--- src/rtl/branch_ctrl_pkg.sv ---
// -----------------------------------------------------------------------------
// branch_ctrl_pkg
// Shared definitions for the control-flow stage of the accumulator processor:
// default widths, the control-flow opcode field values (also used by the
// instruction decoder) and the RUN/HALT state encoding.
// -----------------------------------------------------------------------------
package branch_ctrl_pkg;

    localparam int PC_W      = 6;
    localparam int ACC_W     = 8;
    localparam int RAS_DEPTH = 4;
    localparam int SP_W      = 3;

    // Control-flow opcode field; any value not listed here is a NOP.
    localparam logic [3:0] OP_NOP  = 4'd0;
    localparam logic [3:0] OP_JMP  = 4'd1;
    localparam logic [3:0] OP_JZ   = 4'd2;
    localparam logic [3:0] OP_JNZ  = 4'd3;
    localparam logic [3:0] OP_JN   = 4'd4;
    localparam logic [3:0] OP_CALL = 4'd5;
    localparam logic [3:0] OP_RET  = 4'd6;
    localparam logic [3:0] OP_HLT  = 4'd7;

    typedef enum logic {
        ST_RUN  = 1'b0,
        ST_HALT = 1'b1
    } state_t;

endpackage

--- src/rtl/branch_ctrl_ras_stack.sv ---
// -----------------------------------------------------------------------------
// ras_stack
// Return-address LIFO. A push writes i_data above the current top, a pop
// discards the top entry. Pushes when full and pops when empty are ignored;
// the owner decides what an overflow/underflow means.
// Ports:
//   i_clk, i_reset   clock, synchronous active-high reset (clears depth)
//   i_push, i_pop    push i_data / pop top (mutually exclusive by the owner)
//   i_data           value to push
//   o_top            current top entry (undefined when empty)
//   o_depth          number of valid entries
//   o_full, o_empty  depth == DEPTH / depth == 0
// -----------------------------------------------------------------------------
module ras_stack #(
    parameter int DEPTH = 4,
    parameter int DW    = 6,
    parameter int SP_W  = 3
) (
    input  logic            i_clk,
    input  logic            i_reset,
    input  logic            i_push,
    input  logic            i_pop,
    input  logic [DW-1:0]   i_data,
    output logic [DW-1:0]   o_top,
    output logic [SP_W-1:0] o_depth,
    output logic            o_full,
    output logic            o_empty
);

    localparam int IDX_W = (DEPTH > 1) ? $clog2(DEPTH) : 1;

    logic [DW-1:0]    r_mem [DEPTH];
    logic [SP_W-1:0]  r_depth;
    logic [IDX_W-1:0] w_wr_idx;
    logic [IDX_W-1:0] w_top_idx;
    logic             w_do_push;
    logic             w_do_pop;

    assign o_full    = (r_depth == SP_W'(DEPTH));
    assign o_empty   = (r_depth == {SP_W{1'b0}});
    assign w_do_push = i_push && !o_full;
    assign w_do_pop  = i_pop && !o_empty;
    // Entry k lives at slot k; the top is slot depth-1 (wraps harmlessly when empty).
    assign w_wr_idx  = IDX_W'(r_depth);
    assign w_top_idx = IDX_W'(r_depth - SP_W'(1));
    assign o_top     = r_mem[w_top_idx];
    assign o_depth   = r_depth;

    // Depth counter: the only state that reset must clear.
    always_ff @(posedge i_clk) begin
        if (i_reset) begin
            r_depth <= {SP_W{1'b0}};
        end else if (w_do_push) begin
            r_depth <= r_depth + SP_W'(1);
        end else if (w_do_pop) begin
            r_depth <= r_depth - SP_W'(1);
        end else begin
            r_depth <= r_depth;
        end
    end

    // Entry storage: contents are don't-care after reset, so no reset here.
    always_ff @(posedge i_clk) begin
        if (w_do_push && !i_reset) begin
            r_mem[w_wr_idx] <= i_data;
        end
    end

endmodule

--- src/rtl/branch_ctrl.sv ---
// -----------------------------------------------------------------------------
// branch_ctrl
// Control-flow stage feeding the program counter. Each cycle it decodes the
// control-flow opcode of the executing instruction and drives a zero-cycle
// jump request (o_jump_enable/o_jump_value) that the pc applies at the next
// edge. Holds the registered zero/negative flags, a return-address stack for
// CALL/RET and a RUN/HALT state machine. HALT is left only through reset.
// Ports:
//   i_clk, i_reset        clock, synchronous active-high reset
//   i_pc_count            address of the instruction executing this cycle
//   i_opcode, i_target    control-flow field and branch/call target
//   i_acc_value, i_acc_we accumulator write this cycle (updates the flags)
//   o_jump_enable         pc loads o_jump_value at the next edge
//   o_jump_value          next pc when o_jump_enable=1
//   o_halted              state is HALT
//   o_stack_err           sticky CALL overflow / RET underflow
//   o_ras_depth           number of valid return-stack entries
// -----------------------------------------------------------------------------
module branch_ctrl
    import branch_ctrl_pkg::*;
#(
    parameter int PC_W      = branch_ctrl_pkg::PC_W,
    parameter int ACC_W     = branch_ctrl_pkg::ACC_W,
    parameter int RAS_DEPTH = branch_ctrl_pkg::RAS_DEPTH,
    parameter int SP_W      = branch_ctrl_pkg::SP_W
) (
    input  logic             i_clk,
    input  logic             i_reset,
    input  logic [PC_W-1:0]  i_pc_count,
    input  logic [3:0]       i_opcode,
    input  logic [PC_W-1:0]  i_target,
    input  logic [ACC_W-1:0] i_acc_value,
    input  logic             i_acc_we,
    output logic             o_jump_enable,
    output logic [PC_W-1:0]  o_jump_value,
    output logic             o_halted,
    output logic             o_stack_err,
    output logic [SP_W-1:0]  o_ras_depth
);

    state_t          r_state;
    state_t          w_next_state;
    logic            r_flag_z;
    logic            r_flag_n;
    logic            r_stack_err;

    logic            w_jump_enable;
    logic [PC_W-1:0] w_jump_value;
    logic            w_push;
    logic            w_pop;
    logic            w_set_err;
    logic [PC_W-1:0] w_ret_addr;
    logic [PC_W-1:0] w_top;
    logic            w_full;
    logic            w_empty;

    // Return address wraps naturally at 2^PC_W.
    assign w_ret_addr = i_pc_count + PC_W'(1);

    ras_stack #(
        .DEPTH (RAS_DEPTH),
        .DW    (PC_W),
        .SP_W  (SP_W)
    ) u_ras (
        .i_clk   (i_clk),
        .i_reset (i_reset),
        .i_push  (w_push),
        .i_pop   (w_pop),
        .i_data  (w_ret_addr),
        .o_top   (w_top),
        .o_depth (o_ras_depth),
        .o_full  (w_full),
        .o_empty (w_empty)
    );

    // Next-state, jump request and stack control decode.
    always_comb begin
        w_next_state  = r_state;
        w_jump_enable = 1'b0;
        w_jump_value  = {PC_W{1'b0}};
        w_push        = 1'b0;
        w_pop         = 1'b0;
        w_set_err     = 1'b0;
        if (i_reset) begin
            w_next_state = ST_RUN;
        end else begin
            case (r_state)
                ST_RUN: begin
                    case (i_opcode)
                        OP_JMP: begin
                            w_jump_enable = 1'b1;
                            w_jump_value  = i_target;
                        end
                        // Conditional branches see only flags registered on earlier edges.
                        OP_JZ: begin
                            w_jump_enable = r_flag_z;
                            w_jump_value  = i_target;
                        end
                        OP_JNZ: begin
                            w_jump_enable = !r_flag_z;
                            w_jump_value  = i_target;
                        end
                        OP_JN: begin
                            w_jump_enable = r_flag_n;
                            w_jump_value  = i_target;
                        end
                        OP_CALL: begin
                            if (!w_full) begin
                                w_push        = 1'b1;
                                w_jump_enable = 1'b1;
                                w_jump_value  = i_target;
                            end else begin
                                // Overflow: hold the pc here and stop.
                                w_jump_enable = 1'b1;
                                w_jump_value  = i_pc_count;
                                w_next_state  = ST_HALT;
                                w_set_err     = 1'b1;
                            end
                        end
                        OP_RET: begin
                            if (!w_empty) begin
                                w_pop         = 1'b1;
                                w_jump_enable = 1'b1;
                                w_jump_value  = w_top;
                            end else begin
                                // Underflow: hold the pc here and stop.
                                w_jump_enable = 1'b1;
                                w_jump_value  = i_pc_count;
                                w_next_state  = ST_HALT;
                                w_set_err     = 1'b1;
                            end
                        end
                        OP_HLT: begin
                            w_jump_enable = 1'b1;
                            w_jump_value  = i_pc_count;
                            w_next_state  = ST_HALT;
                        end
                        default: begin
                            w_jump_enable = 1'b0;
                            w_jump_value  = {PC_W{1'b0}};
                        end
                    endcase
                end
                ST_HALT: begin
                    // Pc frozen, opcode ignored, stack untouched.
                    w_jump_enable = 1'b1;
                    w_jump_value  = i_pc_count;
                end
                default: begin
                    w_next_state = ST_RUN;
                end
            endcase
        end
    end

    // State, condition flags and sticky stack error.
    always_ff @(posedge i_clk) begin
        if (i_reset) begin
            r_state     <= ST_RUN;
            r_flag_z    <= 1'b0;
            r_flag_n    <= 1'b0;
            r_stack_err <= 1'b0;
        end else begin
            r_state <= w_next_state;
            // Flags keep tracking the accumulator even while halted.
            if (i_acc_we) begin
                r_flag_z <= (i_acc_value == {ACC_W{1'b0}});
                r_flag_n <= i_acc_value[ACC_W-1];
            end else begin
                r_flag_z <= r_flag_z;
                r_flag_n <= r_flag_n;
            end
            if (w_set_err) begin
                r_stack_err <= 1'b1;
            end else begin
                r_stack_err <= r_stack_err;
            end
        end
    end

    assign o_jump_enable = w_jump_enable;
    assign o_jump_value  = w_jump_value;
    assign o_halted      = (r_state == ST_HALT);
    assign o_stack_err   = r_stack_err;

endmodule

--- config.mk ---
export PLATFORM = sky130hd
export DESIGN_NAME = branch_ctrl
export DESIGN_NICKNAME = d
export VERILOG_FILES = /design/src/rtl/branch_ctrl_pkg.sv /design/src/rtl/branch_ctrl_ras_stack.sv /design/src/rtl/branch_ctrl.sv
export SDC_FILE = /design/constraint.sdc
export NUM_CORES = 1
export LEC_CHECK = 0
export CAP_MARGIN = 20
export CORE_MARGIN = 5
export CORE_UTILIZATION = 45
export DETAILED_ROUTE_END_ITERATION = 8
export GPL_TIMING_DRIVEN = 0
export MAX_ROUTING_LAYER = met4
export PLACE_DENSITY = 0.73
export SETUP_SLACK_MARGIN = 0.05
export SYNTH_ARGS = -nofsm -noshare
export SYNTH_HDL_FRONTEND = slang
export SYNTH_SLANG_ARGS = --single-unit
--- constraint.sdc ---
create_clock -name i_clk -period 5.9 [get_ports i_clk]
set_input_delay 0.59 -clock i_clk [delete_from_list [all_inputs] [get_ports i_clk]]
set_output_delay 0.59 -clock i_clk [all_outputs]
set_load 0.005 [all_outputs]
==> flow_metrics.tcl, run 1 <==
set metrics [dict create \
    ys_warn_count 0 \
    grtUsageTotal_pct 15.7 \
    cp.depth 8 \
    io_pins 39 \
    cp.required_ns 5.31 \
    power_density_mw_per_mm2 216 \
    clk-insertion-delay-late_ns 0.28 \
    fin_nets 204 \
    cts.sinks 31 \
    wl_per_cell_um 16.3 \
    p_clk_share_pct 34.6 \
    slew_headroom_pct 52.3 \
    viasPerCell 5.37 \
    synth_area_leaders "edfxtp_1 43%, dfxtp_1 8.4%, mux4_2 8.1%, ha_1 4.5%, a221o_1 3.6%" \
    crit_type "flip-flop to output pin" \
    reg2reg_from "u_ras.o_depth[0]$_SDFFE_PP0P_" \
    maxCapViolations 0 \
    clkTransAtPathRegs_ns 0.07 \
    antenna_cells 0 \
    final_cell_mix "38 x clkdlybuf4s50_1, 24 x edfxtp_1, 8 x nand3_1, 8 x nor2_1, 8 x nor2b_1" \
    synth_top_cell_by_area "edfxtp_1" \
    finalCriticalPeriod_ns 3.54 \
    gp_congestion 0.828 \
    ir_drop_mv 0.140 \
    final_common_cell "clkdlybuf4s50_1" \
    die-area_mm2 0.00501 \
    fillCellCount 295 \
    postRouteWirelength_mm 3.58 \
    die_w_um 70.8 \
    leakagePower_nw 0.747 \
    combPwrFrac_pct 14.6 \
    p_total_mw 0.474 \
    drc 0 \
    grt_pass1_vias 1182 \
    grt_pass1_wl_mm 5.89 \
    ctsResizeCount 0 \
    drive_gt1_share_pct 18.6 \
    syn_to_final_growth_pct 31.8 \
    switchingPower_mw 0.114 \
    r2r_cells 6 \
    grt_max_degree 12 \
    cts_tree "yes" \
    syn_area_mm2 0.00166 \
    place_hpwl_mm 2.65 \
    postCtsSetupRepairBufs 0 \
    drtAntennaViolNets 0 \
    hold_viol 0 \
    synth_async_sr_flop_share_pct 0 \
    core_area_mm2 0.00363 \
    start_util_pct 45.8 \
    cts_buffers 5 \
    cts.hold.buffers_added 0 \
    max_slew.worst_pin.slew_ns 0.714 \
    clock.fmax_ghz 0.282 \
    crit_family "buffers and inverters" \
    setup_viol 0 \
    cts_buffer_depth 2 \
    endpoint_kind "output pin" \
    antenna_found_initial 0 \
    drtIter0Drc 65 \
    worstSetupStartpointType "flip-flop" \
    critPathLaunch "u_ras.o_depth[0]$_SDFFE_PP0P_" \
    cts_root_buf "clkbuf_8" \
    setup-tns-final_ns 0 \
    yosys_most_used_dff "edfxtp_1" \
    critical_path_arrival_ns 2.95 \
    seqPwrFrac_pct 50.8 \
    grt_overflow 0 \
    sw_frac_of_total_pct 23.9 \
    rsz0062_at_grt "no" \
    die_h_um 70.8 \
    dr.pass1.iters 4 \
    synthCells 126 \
    worst-r2r-setup-slack_ns 3.83 \
    via_count 1182 \
    crit_fanout 10 \
    hold_class "flip-flop to flip-flop" \
    cts-htree-levels 2 \
    finClkSkew_ns 0.00288 \
    row_count 22 \
    synth_top_area_share_pct 43.3 \
    r2r_end "u_ras.o_depth[1]$_SDFFE_PP0P_" \
    seq_area_frac_synth_pct 51.8 \
    synthDistinctLibCells 40 \
    post_synth.cell_area_avg_um2 13.2 \
    io_buffers 38 \
    fin_crit_sh_pct 60.0 \
    status "finished clean" \
    drv_slew 0 \
    crit_path_end "o_jump_value[1]" \
    synth_edf_count 24 \
    worstPathBufferInverterCount 4 \
    ys_ff_latch 31 \
    path_cells "buf_6, inv_1, ha_1, clkbuf_1, mux4_2, nor2b_1, a221o_1, clkdlybuf4s50_1" \
    cp_slowest_cell "clkdlybuf4s50_1" \
    max_stage_delay_ns 0.46 \
    synth_fp_nets 159 \
    intPower_mw 0.361 \
]
## sequential cells by signal (all words and copies together), names as in the netlist
register,count
u_ras.r_mem,24
o_halted,1
r_flag_n,1
u_ras.o_depth,3
r_flag_z,1
o_stack_err,1
## Yosys cell counts (2+ instances only)
master,number
dfxtp_1,7
mux4_2,6
mux2_2,2
o21ai_0,2
nand2_1,2
nor2_1,8
a221o_1,6
inv_1,7
nand3_1,8
edfxtp_1,24
and2_2,4
nor2b_1,8
nor4_1,2
a41oi_1,3
xnor2_1,3
a21oi_1,5
ha_1,6
## per-stage QoR
step,worst slack (ns),area [µm²],hold WS [ns],std cells,util [%]
2_1_floorplan,3.40,1660,0.460,126,-
3_3_place_gp,2.58,2100,0.468,212,57.9
3_5_place_dp,2.52,2100,0.482,212,57.9
4_1_cts,2.30,2190,0.493,220,60.3
5_1_grt,2.13,2190,0.514,220,60.3
6_report,2.36,2190,0.494,220,60.3
## layout make-up
cell class	instances	area, µm²	area share (%)
Sequential cell	31	861	39.3
Multi-Input combinational cell	85	747	34.1
Timing Repair Buffer	38	380	17.4
Clock buffer	5	68.8	3.14
Tap cell	48	60.1	2.74
Buffer	3	28.8	1.31
Inverter	7	26.3	1.20
Clock inverter	3	20.0	0.913
## worst min path at each step
stage	from	end	slack [ns]	depth (start not counted)
CTS	r_flag_z$_SDFFE_PP0P_	r_flag_z$_SDFFE_PP0P_	0.49	2
finish	r_flag_z$_SDFFE_PP0P_	r_flag_z$_SDFFE_PP0P_	0.49	2
global placement	o_stack_err$_SDFFE_PP0P_	o_stack_err$_SDFFE_PP0P_	0.47	2
global route	o_stack_err$_SDFFE_PP0P_	o_stack_err$_SDFFE_PP0P_	0.51	2
detailed placement	r_flag_z$_SDFFE_PP0P_	r_flag_z$_SDFFE_PP0P_	0.48	2
floorplan	r_flag_z$_SDFFE_PP0P_	r_flag_z$_SDFFE_PP0P_	0.46	2
## power groups by stage
stage	clock (mW)	sequential, mW	combinational (mW)
finish	0.164	0.241	0.0691
global route	0.180	0.241	0.0750
CTS	0.167	0.241	0.0695
detailed placement	0	0.246	0.0692
global placement	0	0.246	0.0675
floorplan	0	0.245	0.0313
## per-layer routing
layer | part of all wire [%] | track usage, % | up-vias
met3 | 5.3 | 4.55 | 6
met2 | 50 | 24.9 | 35
met5 | 0 | - | -
met1 | 43 | 19.1 | 567
met4 | 1.6 | 5.64 | 0
li1 | - | - | 574
## cell families after synthesis
family	synth area share, %
and+or+nand+nor	16.5
DFF	51.8
AOI/OAI and AO/OA	10.8
buffers and inverters	3.31
muxes	11.0
adders and majority gates	4.51
xor gates and xnor gates	2.11
## worst register-to-register path: cells and delay by family, from the launching register on
| family | cells | cell delay [ns] |
|---|---|---|
| buf+inv | 3 | 0.72 |
| compound gates | 1 | 0.19 |
| flops | 1 | 0.41 |
| simple gates | 1 | 0.40 |
| fa+ha+maj | 1 | 0.28 |
No activity file was read; power rests on OpenSTA's default activity.
==> run 2, diff against run 1 <==
- CORE_UTILIZATION: 45 -> 44
- PLACE_DENSITY: 0.73 -> 0.75
- clock period: 5.9 -> 2.9 ns (I/O delays scaled with it)
==> run 2 against run 1 <==
Hold slack got worse by 0.0081 ns. Final area increased by 3.4%. Global-route usage increased by 0.26 points. Power increased by 120%. Clock-buffer cell count unchanged. Clock power increased by 150%. Critical path depth unchanged. Core utilization increased by 1.6 points. Die area increased by 1.9%.
==> flow_metrics.tcl, run 2 (synthesis results as in run 1) <==
set metrics [dict create \
    status "finished clean" \
    grtUsageTotal_pct 16.0 \
    ir_drop_mv 0.283 \
    viasPerCell 5.46 \
    grt_max_degree 11 \
    cp_slowest_cell "clkdlybuf4s50_1" \
    endpoint_kind "output pin" \
    syn_to_final_growth_pct 36.3 \
    power_density_mw_per_mm2 462 \
    leakagePower_nw 0.781 \
    dr.pass1.iters 4 \
    clock.fmax_ghz 0.356 \
    regMostFlops "u_ras.r_mem" \
    cts.sinks 31 \
    cts_buffers 5 \
    drtIter0Drc 41 \
    worstSetupStartpointType "flip-flop" \
    io_buffers 38 \
    hold_viol 0 \
    final_cell_mix "38 x clkdlybuf4s50_1, 24 x edfxtp_1, 8 x nand3_1, 8 x nor2_1, 8 x nor2b_1" \
    worst_hold_startpoint "o_stack_err$_SDFFE_PP0P_" \
    die-area_mm2 0.00511 \
    die_h_um 71.5 \
    drc 0 \
    finalCriticalPeriod_ns 2.81 \
    drv_slew 0 \
    multi_input_area_um2 776 \
    antenna_found_initial 0 \
    place_hpwl_mm 2.84 \
    crit_family "compound AO/OA/AOI/OAI gates" \
    cts_buffer_depth 2 \
    max_slew.worst_pin.slew_ns 0.358 \
    slew_headroom_pct 75.9 \
    finClkSkew_ns 0.00980 \
    io_pins 39 \
    setup_viol 0 \
    utilization_pct 61.9 \
    crit_fanout 8 \
    antenna_cells 0 \
    core_area_mm2 0.00366 \
    reg2reg_from "u_ras.o_depth[0]$_SDFFE_PP0P_" \
    largest_reg_flops 24 \
    final_common_cell "clkdlybuf4s50_1" \
    cts_tree "yes" \
    maxCapViolations 0 \
    drive_gt1_share_pct 20.8 \
    critPathLaunch "u_ras.o_depth[0]$_SDFFE_PP0P_" \
    gp_congestion 0.774 \
    wl_per_cell_um 17.3 \
    cts-htree-levels 2 \
    rsz0062_at_grt "no" \
    max_stage_delay_ns 0.45 \
    via_count 1206 \
    critical_path_arrival_ns 2.52 \
    fin_nets 205 \
    postRouteWirelength_mm 3.83 \
    fillCellCount 285 \
    grt_pass1_vias 1246 \
    start_util_pct 45.4 \
    cts.hold.buffers_added 0 \
    clkTransAtPathRegs_ns 0.07 \
    hold_class "flip-flop to flip-flop" \
    seq_area_um2 865 \
    worstPathBufferInverterCount 3 \
    path_cells "buf_12, clkinvlp_4, ha_4, a21oi_4, o22ai_1, a31o_4, a221o_1, clkdlybuf4s50_1" \
    p_total_mw 1.05 \
    drtAntennaViolNets 0 \
    die_w_um 71.5 \
    cp.required_ns 2.61 \
    grt_overflow 0 \
    row_count 22 \
    clk-insertion-delay-late_ns 0.28 \
    grt_pass1_wl_mm 6.01 \
    cts_root_buf "clkbuf_8" \
    crit_type "flip-flop to output pin" \
    fin_crit_sh_pct 96.9 \
]
## run 2: stage by stage
stage	hold WS [ns]	setup slack, ns	instances	cell area [µm²]	setup TNS [ns]
detailed placement	0.476	-0.0269	212	2100	-0.127
finish	0.486	0.0896	221	2270	0
global placement	0.470	-0.00795	212	2100	-0.0110
floorplan	0.435	0.704	126	1660	0
CTS	0.493	0.0520	219	2230	0
global route	0.516	0.0296	221	2270	0
## run 2: worst paths after layout
kind	cells past startpoint	endpoint	slack [ns]
hold reg to reg	2	o_stack_err$_SDFFE_PP0P_	0.49
setup / recovery	8	o_jump_value[4]	0.09
setup reg to reg	7	u_ras.o_depth[1]$_SDFFE_PP0P_	1.13
hold / removal	2	o_stack_err$_SDFFE_PP0P_	0.49
## run 2: where the power goes
part           total (mW)  leakage [nW]  internal (mW)  switching (mW)
Sequential          0.491         0.274          0.485         0.00536
Combinational       0.151         0.452         0.0887          0.0622
Clock               0.405        0.0556          0.251           0.154
## run 2: cell type report
cell class / instances / share of cell area, %
timing repair buffer: 40 / 17.4
sequential: 31 / 38.1
clock inverter: 3 / 1.71
clock buffer: 5 / 3.04
multi-input combinational: 85 / 34.2
buffer: 2 / 1.49
inverter: 7 / 1.32
tap: 48 / 2.65
## run 2: timing repair
| item | in CTS | in global routing |
|---|---|---|
| setup buffers | 0 | 2 |
| pin swaps | 0 | 1 |
| resized for setup | 4 | 5 |
| setup endpoints to repair | 6 | 6 |
## run 2: layer usage
metal	share of wire, %	wire [µm]	track usage, %
met1	40	1530	17.3
met5	0	0	-
met3	2.8	106	2.24
met2	55	2110	28.3
met4	2.1	79	7.93
## run 2: worst register-to-register path, stage by stage, from the launching register on
cell        delay [ns]
dfxtp_4           0.38
buf_12            0.14
clkinvlp_4        0.11
ha_4              0.20
a21oi_4           0.17
nand3_1           0.12
or3b_1            0.37
a41oi_1           0.20
==> run 3, diff against run 2 <==
- MAX_ROUTING_LAYER: met4 -> not set
- clock period: 2.9 -> 2.3 ns (I/O delays scaled with it)
==> run 3 against run 2 <==
The flow now finishes with violations (negative setup slack). Sequential share of layout area is 1.3 points lower. Non-clock buffer count increased by 12. Core utilization is 2.5 points higher. Power up 28%. Die area unchanged. Setup slack got worse by 0.10 ns. Routed wire length grew 6.3%. Sequential power increased by 26%. Clock-buffer cell count did not move. Critical path type unchanged. Cell count up 5.4%.
==> flow_metrics.tcl, run 3 (synthesis results as in run 1) <==
set metrics [dict create \
    viasPerCell 5.36 \
    antenna_cells 0 \
    dr.pass1.iters 4 \
    io_buffers 38 \
    status "complete, but fails checks" \
    sw_frac_of_total_pct 21.6 \
    cts_buffers 5 \
    hold_class "flip-flop to flip-flop" \
    setup_ws_ns -0.0129 \
    ir_drop_mv 0.359 \
    setup_viol 2 \
    grt_pass1_wl_mm 6.58 \
    place_hpwl_mm 2.84 \
    regMostFlops "u_ras.r_mem" \
    die_w_um 71.5 \
    final_area_mm2 0.00236 \
    clk-insertion-delay-late_ns 0.29 \
    gp_congestion 0.764 \
    via_count 1250 \
    critPathLaunch "u_ras.o_depth[0]$_SDFFE_PP0P_" \
    die-area_mm2 0.00511 \
    intPower_mw 1.05 \
    grt_pass1_vias 1303 \
    fillCellCount 278 \
    p_total_mw 1.34 \
    worst-r2r-setup-slack_ns 0.60 \
    grtUsageTotal_pct 17.3 \
    whs_ns 0.492 \
    switchingPower_mw 0.289 \
    postRouteWirelength_mm 4.07 \
    crit_type "flip-flop to output pin" \
    violations "negative setup slack" \
    placedInstanceArea_mm2 0.00210 \
    grt_max_degree 11 \
    finClkSkew_ns 0.0107 \
    syn_to_final_growth_pct 41.8 \
    rsz0062_at_grt "yes" \
    power_density_mw_per_mm2 566 \
    clkTransAtPathRegs_ns 0.07 \
    drive_gt1_share_pct 31.9 \
    cts.hold.buffers_added 0 \
    cts.sinks 31 \
    grt_overflow 0 \
    holdPathStages 2 \
    setup-tns-final_ns -0.0156 \
    io_pins 39 \
    antenna_found_initial 0 \
    row_count 22 \
    fin_crit_sh_pct 101 \
    final_common_cell "clkdlybuf4s50_1" \
    final_cell_mix "32 x clkdlybuf4s50_1, 24 x edfxtp_1, 9 x buf_4" \
    wl_per_cell_um 17.5 \
    fin_nets 217 \
    hold_viol 0 \
    largest_reg_flops 24 \
    maxCapViolations 0 \
    crit_path_end "o_jump_value[4]" \
    cp.required_ns 2.07 \
    clock.fmax_ghz 0.432 \
    worstSetupStartpointType "flip-flop" \
    max_slew.worst_pin.slew_ns 0.369 \
    r2r_cells 7 \
    finalCriticalPeriod_ns 2.31 \
    cts_tree "yes" \
    combPwrFrac_pct 15.3 \
    drtIter0Drc 58 \
    start_util_pct 45.4 \
    cts-htree-levels 2 \
    r2r_end "u_ras.o_depth[1]$_SDFFE_PP0P_" \
    reg2reg_from "u_ras.o_depth[0]$_SDFFE_PP0P_" \
    p_clk_share_pct 38.5 \
    critical_path_arrival_ns 2.08 \
    drv_slew 0 \
    crit_fanout 5 \
    seqPwrFrac_pct 46.2 \
    cts_root_buf "clkbuf_8" \
    core_area_mm2 0.00366 \
    cts_buffer_depth 2 \
    slew_headroom_pct 75.4 \
    drtAntennaViolNets 0 \
    endpoint_kind "output pin" \
    die_h_um 71.5 \
    drc 0 \
    leakagePower_nw 0.862 \
]
run 3: cell count changes in the layout (fill, tap and decap cells not counted), sizes merged:
| cell | previous run | this run |
|---|---|---|
| buf | 3 | 21 |
| clkdlybuf4s50 | 38 | 32 |
run 3: cell type report:
type	count	area, µm²	area share, %
Multi-Input combinational cell	85	793	33.6
Inverter	7	30.0	1.27
Timing Repair Buffer	53	485	20.6
Buffer	1	13.8	0.584
Clock buffer	5	68.8	2.92
Clock inverter	3	38.8	1.64
Tap cell	48	60.1	2.55
Sequential cell	31	868	36.8
run 3: metal layers:
layer | wire length, µm | share of wire [%] | track usage (%) | vias to the layer above
met5 | 0 | 0 | 0 | -
met4 | 67 | 1.6 | 8.56 | 0
met3 | 142 | 3.5 | 4.07 | 4
met2 | 2240 | 55 | 30.4 | 26
met1 | 1620 | 40 | 19.4 | 623
li1 | - | - | - | 597
run 3: worst min-delay path by stage:
| stage | start | to | slack, ns |
|---|---|---|---|
| floorplan | i_acc_we | r_flag_z$_SDFFE_PP0P_ | 0.37 |
| global placement | o_stack_err$_SDFFE_PP0P_ | o_stack_err$_SDFFE_PP0P_ | 0.47 |
| detailed placement | o_stack_err$_SDFFE_PP0P_ | o_stack_err$_SDFFE_PP0P_ | 0.48 |
| CTS | o_stack_err$_SDFFE_PP0P_ | o_stack_err$_SDFFE_PP0P_ | 0.49 |
| global route | o_stack_err$_SDFFE_PP0P_ | o_stack_err$_SDFFE_PP0P_ | 0.52 |
| finish | o_stack_err$_SDFFE_PP0P_ | o_stack_err$_SDFFE_PP0P_ | 0.49 |
run 3: power by group through the flow:
stage | registers, mW | clock network [mW] | logic, mW
after floorplan | 0.629 | 0 | 0.0803
after global placement | 0.630 | 0 | 0.172
after detailed placement | 0.631 | 0 | 0.179
after CTS | 0.618 | 0.522 | 0.202
after global routing | 0.618 | 0.547 | 0.219
final | 0.617 | 0.514 | 0.204
run 3: critical path, stage by stage, from the launching register on:
cell	delay (ns)
dfxtp_4	0.36
clkinvlp_4	0.10
ha_4	0.19
a21oi_4	0.16
o22ai_2	0.12
a31o_4	0.29
buf_6	0.12
a221o_1	0.31
buf_2	0.13
run 3: metrics by stage:
stage               worst slack, ns  cells  util, %
CTS                      -0.0000246    231     64.0
floorplan                     0.164    126        -
detailed placement           -0.567    212     57.5
global route                -0.0539    233     64.4
finish                      -0.0129    233     64.4
global placement             -0.548    212     57.5
run 3: repair_timing:
action                     4_1_cts  5_1_grt
resized for setup               42        3
setup buffers                   12        3
pin swaps                        8        7
setup endpoints to repair        6        6
